<file path="config.mk">
export PLATFORM = sky130hd
export DESIGN_NAME = key_schedule
export DESIGN_NICKNAME = d
export VERILOG_FILES = /design/src/rtl/key_schedule_pkg.sv /design/src/rtl/s_box.sv /design/src/rtl/key_schedule.sv
export SDC_FILE = /design/constraint.sdc
export NUM_CORES = 1
export LEC_CHECK = 0
export ABC_AREA = 0
export BUFFER_PORTS_ARGS = -buffer_cell sky130_fd_sc_hd__buf_2
export CAP_MARGIN = 40
export CORE_MARGIN = 3
export CORE_UTILIZATION = 56
export DETAILED_ROUTE_END_ITERATION = 16
export PLACE_DENSITY = 0.88
export SETUP_SLACK_MARGIN = 0.02
export SLEW_MARGIN = 10
export SYNTH_ARGS = -nofsm -noshare
export SYNTH_HDL_FRONTEND = slang
export SYNTH_SLANG_ARGS = --single-unit
export TNS_END_PERCENT = 10
</file>
<file path="constraint.sdc">
create_clock -name clk -period 4.5 [get_ports clk]
set_input_delay 0.45 -clock clk [delete_from_list [all_inputs] [get_ports clk]]
set_output_delay 0.45 -clock clk [all_outputs]
set_load 0.02 [all_outputs]
</file>
<file path="src/rtl/key_schedule_pkg.sv">
// rtl/key_schedule_pkg.sv - shared constants, FSM states and round-constant lookup for key_schedule
package key_schedule_pkg;

    localparam int KEY_W      = 16;
    localparam int NIB_W      = 4;
    localparam int MAX_ROUNDS = 8;

    localparam logic [1:0] ST_IDLE   = 2'd0;
    localparam logic [1:0] ST_EMIT   = 2'd1;
    localparam logic [1:0] ST_FINISH = 2'd2;

    // Successive powers of x in GF(2^4) mod x^4+x+1, indexed by round number 1..8.
    function automatic logic [NIB_W-1:0] rcon(input logic [NIB_W-1:0] n);
        logic [NIB_W-1:0] r;
        r = '0;
        case (n)
            4'd1:    r = 4'h1;
            4'd2:    r = 4'h2;
            4'd3:    r = 4'h4;
            4'd4:    r = 4'h8;
            4'd5:    r = 4'h3;
            4'd6:    r = 4'h6;
            4'd7:    r = 4'hC;
            4'd8:    r = 4'hB;
            default: r = 4'h0;
        endcase
        return r;
    endfunction

endpackage

</file>
<file path="src/rtl/s_box.sv">
// rtl/s_box.sv - Mini-AES 4-bit substitution box
module s_box (
    input  logic [3:0] input_data,
    output logic [3:0] output_data
);

    // Table lookup, purely combinational.
    always_comb begin
        output_data = 4'h0;
        case (input_data)
            4'h0: output_data = 4'hE;
            4'h1: output_data = 4'h4;
            4'h2: output_data = 4'hD;
            4'h3: output_data = 4'h1;
            4'h4: output_data = 4'h2;
            4'h5: output_data = 4'hF;
            4'h6: output_data = 4'hB;
            4'h7: output_data = 4'h8;
            4'h8: output_data = 4'h3;
            4'h9: output_data = 4'hA;
            4'hA: output_data = 4'h6;
            4'hB: output_data = 4'hC;
            4'hC: output_data = 4'h5;
            4'hD: output_data = 4'h9;
            4'hE: output_data = 4'h0;
            4'hF: output_data = 4'h7;
            default: output_data = 4'h0;
        endcase
    end

endmodule

</file>
<file path="src/rtl/key_schedule.sv">
// rtl/key_schedule.sv - sequential Mini-AES round-key generator with valid/ready output
module key_schedule
    import key_schedule_pkg::*;
#(
    parameter int NUM_ROUNDS = 2
) (
    input  logic             clk,
    input  logic             rst_n,
    input  logic             start,
    input  logic [KEY_W-1:0] in_key,
    output logic             rk_valid,
    input  logic             rk_ready,
    output logic [KEY_W-1:0] round_key,
    output logic [3:0]       round_idx,
    output logic             busy,
    output logic             done
);

    if (NUM_ROUNDS < 1 || NUM_ROUNDS > MAX_ROUNDS) begin : g_bad_num_rounds
        $error("key_schedule: NUM_ROUNDS must be within 1..MAX_ROUNDS");
    end

    localparam logic [3:0] LAST_IDX = 4'(NUM_ROUNDS);

    logic [1:0]       state_q, state_d;
    logic [KEY_W-1:0] key_q, key_d;
    logic [3:0]       idx_q, idx_d;

    logic [NIB_W-1:0] w0, w1, w2, w3;
    logic [NIB_W-1:0] w4, w5, w6, w7;
    logic [NIB_W-1:0] sub_w3;
    logic [3:0]       next_round;

    assign {w0, w1, w2, w3} = key_q;
    assign next_round       = idx_q + 4'd1;

    s_box u_s_box (
        .input_data  (w3),
        .output_data (sub_w3)
    );

    // Next round key: one substitution on w3, then a running XOR chain across the nibbles.
    always_comb begin
        w4 = w0 ^ sub_w3 ^ rcon(next_round);
        w5 = w1 ^ w4;
        w6 = w2 ^ w5;
        w7 = w3 ^ w6;
    end

    // Sequencer: accept a start in IDLE, step one key per handshake, flag completion for one cycle.
    always_comb begin
        state_d = state_q;
        key_d   = key_q;
        idx_d   = idx_q;
        case (state_q)
            ST_IDLE: begin
                if (start) begin
                    key_d   = in_key;
                    idx_d   = 4'd0;
                    state_d = ST_EMIT;
                end
            end
            ST_EMIT: begin
                if (rk_ready) begin
                    if (idx_q == LAST_IDX) begin
                        state_d = ST_FINISH;
                    end else begin
                        key_d = {w4, w5, w6, w7};
                        idx_d = next_round;
                    end
                end
            end
            ST_FINISH: begin
                state_d = ST_IDLE;
            end
            default: begin
                state_d = ST_IDLE;
            end
        endcase
    end

    // State, key and index registers; reset aborts any expansion in progress.
    always_ff @(posedge clk or negedge rst_n) begin
        if (!rst_n) begin
            state_q <= ST_IDLE;
            key_q   <= '0;
            idx_q   <= 4'd0;
        end else begin
            state_q <= state_d;
            key_q   <= key_d;
            idx_q   <= idx_d;
        end
    end

    assign rk_valid  = (state_q == ST_EMIT);
    assign busy      = (state_q == ST_EMIT);
    assign done      = (state_q == ST_FINISH);
    assign round_key = key_q;
    assign round_idx = idx_q;

endmodule

</file>
; Word-level counts from Yosys, hierarchy flattened
; Memories as Yosys holds them, arrays and structs flattened.
; Index checks and enable logic that the tools add are counted.
[op_classes]
addsub = 1
mul = 0
div_mod_pow = 0
n_lt_le_gt_ge = 0
eq_ne = 7
n_shift = 0
muxes = 12
bitwise_logic = 5
reduce_logical = 4
[op_table]
columns = op, n
row1 = $mux 16, 3
row2 = $pmux 16 s2, 1
row3 = $xor 4x4->4, 5
row4 = $mux 4, 3
row5 = $pmux 4 s2, 1
row6 = $mux 2, 3
row7 = $ne 2x2->1 const B, 3
row8 = $add 4x1->4 const B, 1
row9 = $eq 4x2->1 const B, 1
row10 = $pmux 2 s2, 1
row11 = $reduce_and 4->1, 1
row12 = $reduce_and 3->1, 1
row13 = $eq 2x1->1 const B, 1
row14 = $eq 2x2->1 const B, 1
row15 = $logic_not 2->1, 1
row16 = $ne 2x1->1 const B, 1
row17 = $reduce_bool 2->1, 1
[word_totals]
regBits = 22
latch_bits = 0
ramBits = 0
rom_bits = 128
inputBits = 20
memories = 2
[mem_list]
columns = name, depth, word_bits, rd, rd_clocked_by_memory_dff, write_ports, line
row1 = (name not given), 16, 4, 1, 0, 0, key_schedule_pkg.sv:16  ; case (n)
row2 = (name not given), 16, 4, 1, 0, 0, s_box.sv:10  ; case (input_data)

; Depth between registers and ports, before layout
; Gate-level depths: netlist of the first run.
; An unclocked memory read counts as a cell.
[depth]
ltp_word = 9
depth_mapped = 11
ltp_nobuf = 9

; Hierarchy
; A second synthesis of the first run with hierarchy kept.
[unflattened]
cells_unflattened = 197
area_unflattened_um2 = 1764.2
[modules_own_cells]
columns = module, n_inst, cells_per_inst, area_per_inst_um2, seq_area_each_um2
row1 = key_schedule, 1, 169, 1569.0, 550.5
row2 = s_box, 1, 28, 195.2, 0.0

; Worst setup path after synthesis of the first run
; Ideal clock, no wire load.
[synth_timing]
kind = reg-to-reg
start = register key_q[0], in the netlist round_key[0]
end = register key_q[2], in the netlist round_key[2]
arrival_ps = 2338
t_required_ps = 4350
setup_slack_ps = 2012
path_stages_with_launch = 10
n_path_buf = 1
path_cell_list = dfrtp_1 buf_2 inv_1 ha_1 nor2_1 a222oi_1 xor3_2 xnor3_1 o41ai_1 a31oi_1
[synth_between]
elab_chain_cells = 9
[synth_rtl]
columns = item, line
row1 = from (decl), key_schedule.sv:26  ; logic [KEY_W-1:0] key_q, key_d;
row2 = from (signal assigned), key_schedule.sv:90  ; key_q <= key_d;
row3 = $mem_v2 16x4, n/a
row4 = $xor 4x4->4 (2 in series), key_schedule.sv:44  ; w4 = w0 ^ sub_w3 ^ rcon(next_round);
row5 = $xor 4x4->4, key_schedule.sv:45  ; w5 = w1 ^ w4;
row6 = $xor 4x4->4, key_schedule.sv:46  ; w6 = w2 ^ w5;
row7 = $xor 4x4->4, key_schedule.sv:47  ; w7 = w3 ^ w6;
row8 = $mux 16, key_schedule.sv:65  ; if (idx_q == LAST_IDX) begin
row9 = $mux 16, key_schedule.sv:64  ; if (rk_ready) begin
row10 = $pmux 16 s2, key_schedule.sv:55  ; case (state_q)
; No other way between the ends. The select of a mux whose other input is x is not followed.
; A chain may end at the register's enable or synchronous reset.

; Worst setup path in the final report of the first run
; Ends and elaborated chain as after synthesis.

==> results of run 1 <==
## sequential cells by signal (all words and copies together) (netlist names)
register   cells
round_idx      4
round_key     16
state_q        2
## worst max-delay path by stage
| stage | slack (ps) | cells past startpoint | endpoint | startpoint |
|---|---|---|---|---|
| after CTS | 1900 | 8 | round_key[2] | round_key[0] |
| after detailed placement | 1910 | 8 | round_key[2] | round_key[0] |
| final | 1870 | 8 | round_key[2] | round_key[0] |
| after global placement | 1980 | 7 | round_key[0] | round_idx[0] |
| after global routing | 1690 | 8 | round_key[2] | round_key[0] |
| after floorplan | 2010 | 9 | round_key[2] | round_key[0] |
## cell type report
type | count | share of cell area (%)
multi-input combinational | 149 | 56.2
clock inverter | 1 | 1.43
timing repair buffer | 43 | 10.4
clock buffer | 3 | 1.07
tap | 44 | 2.63
inverter | 11 | 1.97
sequential | 22 | 26.3
## cell families (layout without fill, tap and decap cells)
kind of cell    after synthesis  after routing  share of synthesized area (%)
compound gates               61             61                           21.7
simple gates                 49             49                           12.6
buf+inv                      25             58                           5.93
flops                        22             22                           30.0
xor+xnor                     18             18                           16.7
fa+ha+maj                    11             11                           7.50
mux                          10             10                           5.53
## metal layers
metal	global-route usage, %	up-vias	part of all wire (%)
met5	0	-	0
met4	7.82	0	1.9
met3	3.21	10	6.4
met2	36.4	73	48
met1	30.4	750	43
li1	-	766	-
## per-stage QoR
stage / instance area, µm² / worst slack [ps] / hold WS (ps) / std cells / utilization, %
final: 2100 / 1870 / 68.3 / 273 / 68.1
after global routing: 2100 / 1690 / 94.6 / 273 / 68.1
after CTS: 2100 / 1900 / 89.8 / 273 / 68.1
after detailed placement: 2040 / 1910 / 453 / 269 / 66.4
after global placement: 2040 / 1980 / 454 / 269 / 66.4
after floorplan: 1830 / 2010 / 154 / 196 / -
## worst max-delay path, cell delays in order (launching register included)
cell and delay [ps]:
dfrtp_1 600, inv_1 160, ha_1 320, nor2_1 50, a222oi_1 340, xor3_2 470
xnor3_1 220, o41ai_1 270, a31oi_1 70
## cell usage after synthesis, types with 2 or more instances
cell / n / share of area (%)
a21o_1: 3 / 1.2
a21oi_1: 14 / 3.8
a32o_1: 3 / 1.6
buf_2: 3 / 0.82
buf_4: 3 / 1.2
clkbuf_1: 7 / 1.4
dfrtp_1: 22 / 30
ha_1: 11 / 7.5
inv_1: 10 / 2.0
mux2i_1: 9 / 4.9
nand2_1: 20 / 4.1
nand2b_1: 4 / 1.4
nand3_1: 6 / 1.6
nand4_1: 2 / 0.68
nor2_1: 8 / 1.6
nor2b_1: 2 / 0.68
nor4_1: 2 / 0.68
o211ai_1: 3 / 1.2
o21ai_0: 16 / 4.4
o22ai_1: 11 / 3.8
or3_1: 2 / 0.68
xnor2_1: 2 / 0.96
xnor2_2: 3 / 2.7
xnor3_1: 2 / 2.5
xnor3_2: 3 / 3.9
xor2_1: 3 / 1.4
xor2_2: 3 / 2.7
==> results.md, run 1 <==
- Status: complete, no violations
- Post-Syn Instances: 196
- CTS tree: done
- Commonest non-fill, non-tap cell in the layout: buf_2
- Crit path launch type: flop
- Synth Cell Area: roughly 0.0018 mm²
- Setup Skew: 3.11 ps
- Vias: ~1600
- Async S/R FF share, synth: 100%
- HP Class: input pin to asynchronous set/reset pin
- GRT overflow: 0
- Max_slew headroom: 65.1%
- Reg2Reg Depth: 8
- Number of max-cap violations: 0
- Syn_nets: 227
- IO buf count: 42
- Core Region: 0.00308 mm²
- CTS Hold Buffers Added: 0
- Nets: 261
- Number of fill cells: 254
- RR Startpoint: round_key[0]
- CTS resizes: 0
- Worst Setup Path Type: flop to flop
- Vias per inst: 5.86
- Setup violators final: 0
- CTS Sinks: 22
- P&R area growth vs syn: 14.3%
- Largest net degree at the start of global routing: 26
- WP data required: 4710 ps
- Avg Inst Size Synth: 9.36 µm²
- Commonest non-fill, non-tap cells in the layout: 42 x buf_2, 22 x dfrtp_1, 20 x nand2_1, 16 x o21ai_0, 13 x a21oi_1
- Final setup TNS: 0 ps
- CP Capture Type: flop
- Final count of hold timing violations: 0
- Post-Route WL: 4.19 mm
- Post-CTS Setup Inserts: 0
- I/O pin cnt: 43
- Cts bufs inserted: 3
- Placer congestion estimate: 0.899
- Worst-margin pin slew: 523 ps
- Crit-path max FO: 11
- Die ar.: 0.00400 mm²
- Gr usage total: 22.3%
- Die height: around 63 µm
- Crit path time final: 2630 ps
- Max Transition Viols Final: 0
- Worst-path clk slew: between 100 and 150 ps
- DRC: 0
- First-pass GRT wire length: 7.07 mm
- Antenna Nets Post-Route: 0
- DRT Pass-1 Iters: 4
- Number of synthesized flops with an enable pin: 0
- Clk root buf: clkbuf_4
- Period utilization: 58.5%
- Site Rows: 20
- Initial antenna violation count: 0
- Predominant post-synthesis flop cell: dfrtp_1
- Yosys reg bits: 22
- Fmax: 380 MHz
- Layout cells sized above 1: 28.4%
- Yosys warnings: 0
- DR iter-0 viols: a little over 100
- R2R Path End: round_key[2]
- H-tree lvl count: 1
- Yosys cell types: 46
- Starting Density: 59.6%
- R2R setup slack: 1870 ps
- Clk_lat worst skew: 320 ps
- Antenna diode count: 0
- Reg area: 551 µm²
- Critical Path AT: 2840 ps
- Avg WL per Cell: roughly 15 µm
- Vias in the first global route: about 1500
- HPWL after DPL: 3.03 mm
- Max clock buf depth: 2
- Footprint of the multi-input gates: ~0.0012 mm²
- Sequential area share after synthesis: 30.0%
- Die span in x: roughly 63 µm
- RSZ-0062 raised after global routing: false
Power of run 1 is not shown: default switching activity piles up to over one toggle a cycle in this logic, so the estimate is an artifact.
==> inputs of run 2 (changes only) <==
--- a/config.mk
+++ b/config.mk
@@ -9,9 +9,9 @@
 export BUFFER_PORTS_ARGS = -buffer_cell sky130_fd_sc_hd__buf_2
 export CAP_MARGIN = 40
 export CORE_MARGIN = 3
-export CORE_UTILIZATION = 56
+export CORE_UTILIZATION = 54
 export DETAILED_ROUTE_END_ITERATION = 16
-export PLACE_DENSITY = 0.88
+export PLACE_DENSITY = 0.85
 export SETUP_SLACK_MARGIN = 0.02
 export SLEW_MARGIN = 10
 export SYNTH_ARGS = -nofsm -noshare
==> constraint.sdc (replaced) <==
create_clock -name clk -period 2.7 [get_ports clk]
set_input_delay 0.27 -clock clk [delete_from_list [all_inputs] [get_ports clk]]
set_output_delay 0.27 -clock clk [all_outputs]
set_load 0.02 [all_outputs]
==> results.md, run 2 (synthesized netlist as in run 1, its figures left out) <==
- RSZ-0062 raised after global routing: false
- Avg WL per Cell: 15.3 µm
- HP Class: input pin to flop
- Placer congestion estimate: 0.879
- Number of max-cap violations: 0
- Post-CTS Setup Inserts: 0
- HPWL after DPL: 3.09 mm
- Starting Density: roughly three fifths
- Antenna Nets Post-Route: 0
- Clk root buf: clkbuf_4
- Site Rows: 20
- Worst-margin pin slew: 506 ps
- Number of fill cells: 280
- Crit-path max FO: 9
- Crit path launch type: flop
- P&R area growth vs syn: 15.6%
- Critical-path cell list: ha_1, nand2b_1, a21o_1, a32oi_1, xnor3_2, xnor3_1, o311a_1
- Nets: about 270
- Vias: 1584
- CTS Sinks: 22
- Post-Route WL: 4.25 mm
- CP Capture Type: flop
- Commonest non-fill, non-tap cell in the layout: buf_2
- Critical Path AT: roughly 2800 ps
- Gr usage total: 22.0%
- Fmax: slightly below 400 MHz
- Worst-path clk slew: 130 ps
- Largest register FFs: 16
- Largest net degree at the start of global routing: 30
- Core Region: 0.00315 mm²
- Antenna diode count: 0
- Vias in the first global route: 1513
- Crit path time final: 2550 ps
- Status: complete, no violations
- Commonest non-fill, non-tap cells in the layout: 42 x buf_2, 22 x dfrtp_1, 20 x nand2_1, 16 x o21ai_0, 13 x a21oi_1
- Max clock buf depth: 2
- H-tree lvl count: 1
- Final count of hold timing violations: 0
- DRC: 0
- Max Transition Viols Final: 0
- Final setup TNS: 0 ps
- Clk_lat worst skew: 320 ps
- WP data required: between 2000 and 3000 ps
- I/O pin cnt: 43
- Worst path slowest cell: dfrtp_1
- Period utilization: a little over nine tenths
- CTS resizes: 0
- DR iter-0 viols: 64
- Layout cells sized above 1: 29.5%
- Die span in x: 64.3 µm
- CTS Hold Buffers Added: 1
- Vias per inst: 5.70
- Cts bufs inserted: 3
- Setup Skew: 4.54 ps
- Die ar.: 0.00413 mm²
- Worst path max stage delay: 500 ps
- First-pass GRT wire length: 7.07 mm
- CTS tree: done
- IO buf count: 42
- Max_slew headroom: 66.3%
- Final core occ: 67.2%
- Initial antenna violation count: 0
- Worst Setup Path Type: flop to flop
- Hold slack: between 150 and 200 ps
- GRT overflow: 0
- DRT Pass-1 Iters: 4
- Setup violators final: 0
- Die height: 64.3 µm
## run 2: worst max-delay path, delay by kind of cell (launching register included)
family / cells / cell delay (ps)
AO/OA/AOI/OAI: 3 / 790
XOR/XNOR: 2 / 680
adder cells (fa/ha/maj): 1 / 300
flip-flops: 1 / 500
AND/OR/NAND/NOR: 1 / 170
## run 2: final timing paths
| check | start | end | slack [ps] | depth (start not counted) |
|---|---|---|---|---|
| max reg2reg | round_idx[1] | round_key[0] | 150 | 7 |
| max in group asynchronous | rst_n | round_key[13] | 1930 | 2 |
| min reg2reg | round_key[15] | round_key[15] | 530 | 1 |
| min | rk_ready | state_q[0] | 170 | 2 |
| min in group asynchronous | rst_n | state_q[1] | 420 | 2 |
| max | round_idx[1] | round_key[0] | 150 | 7 |
## run 2: layer usage
metal  share of wire [%]  routed length (µm)  GRT usage [%]
met5                   0                   0              0
met4                 2.3                  99           8.97
met3                 4.8                 206           2.28
met2                  47                1980           35.6
met1                  46                1960           30.1
## run 2: metrics by stage
step	instances	worst slack (ps)	cell area (µm²)
after floorplan	196	212	1830
after global placement	273	287	2070
after detailed placement	273	170	2070
after CTS	278	139	2120
after global routing	278	20.6	2120
final	278	146	2120
## run 2: layout make-up
type                            count  area, µm²  share of cell area (%)
Inverter                           11       41.3                    1.95
Timing Repair Buffer               48        258                    12.2
Multi-Input combinational cell    149       1180                    55.6
Sequential cell                    22        551                    26.0
Clock buffer                        4       36.3                    1.71
Tap cell                           44       55.1                    2.60
Power of run 2 is left out for the same reason.
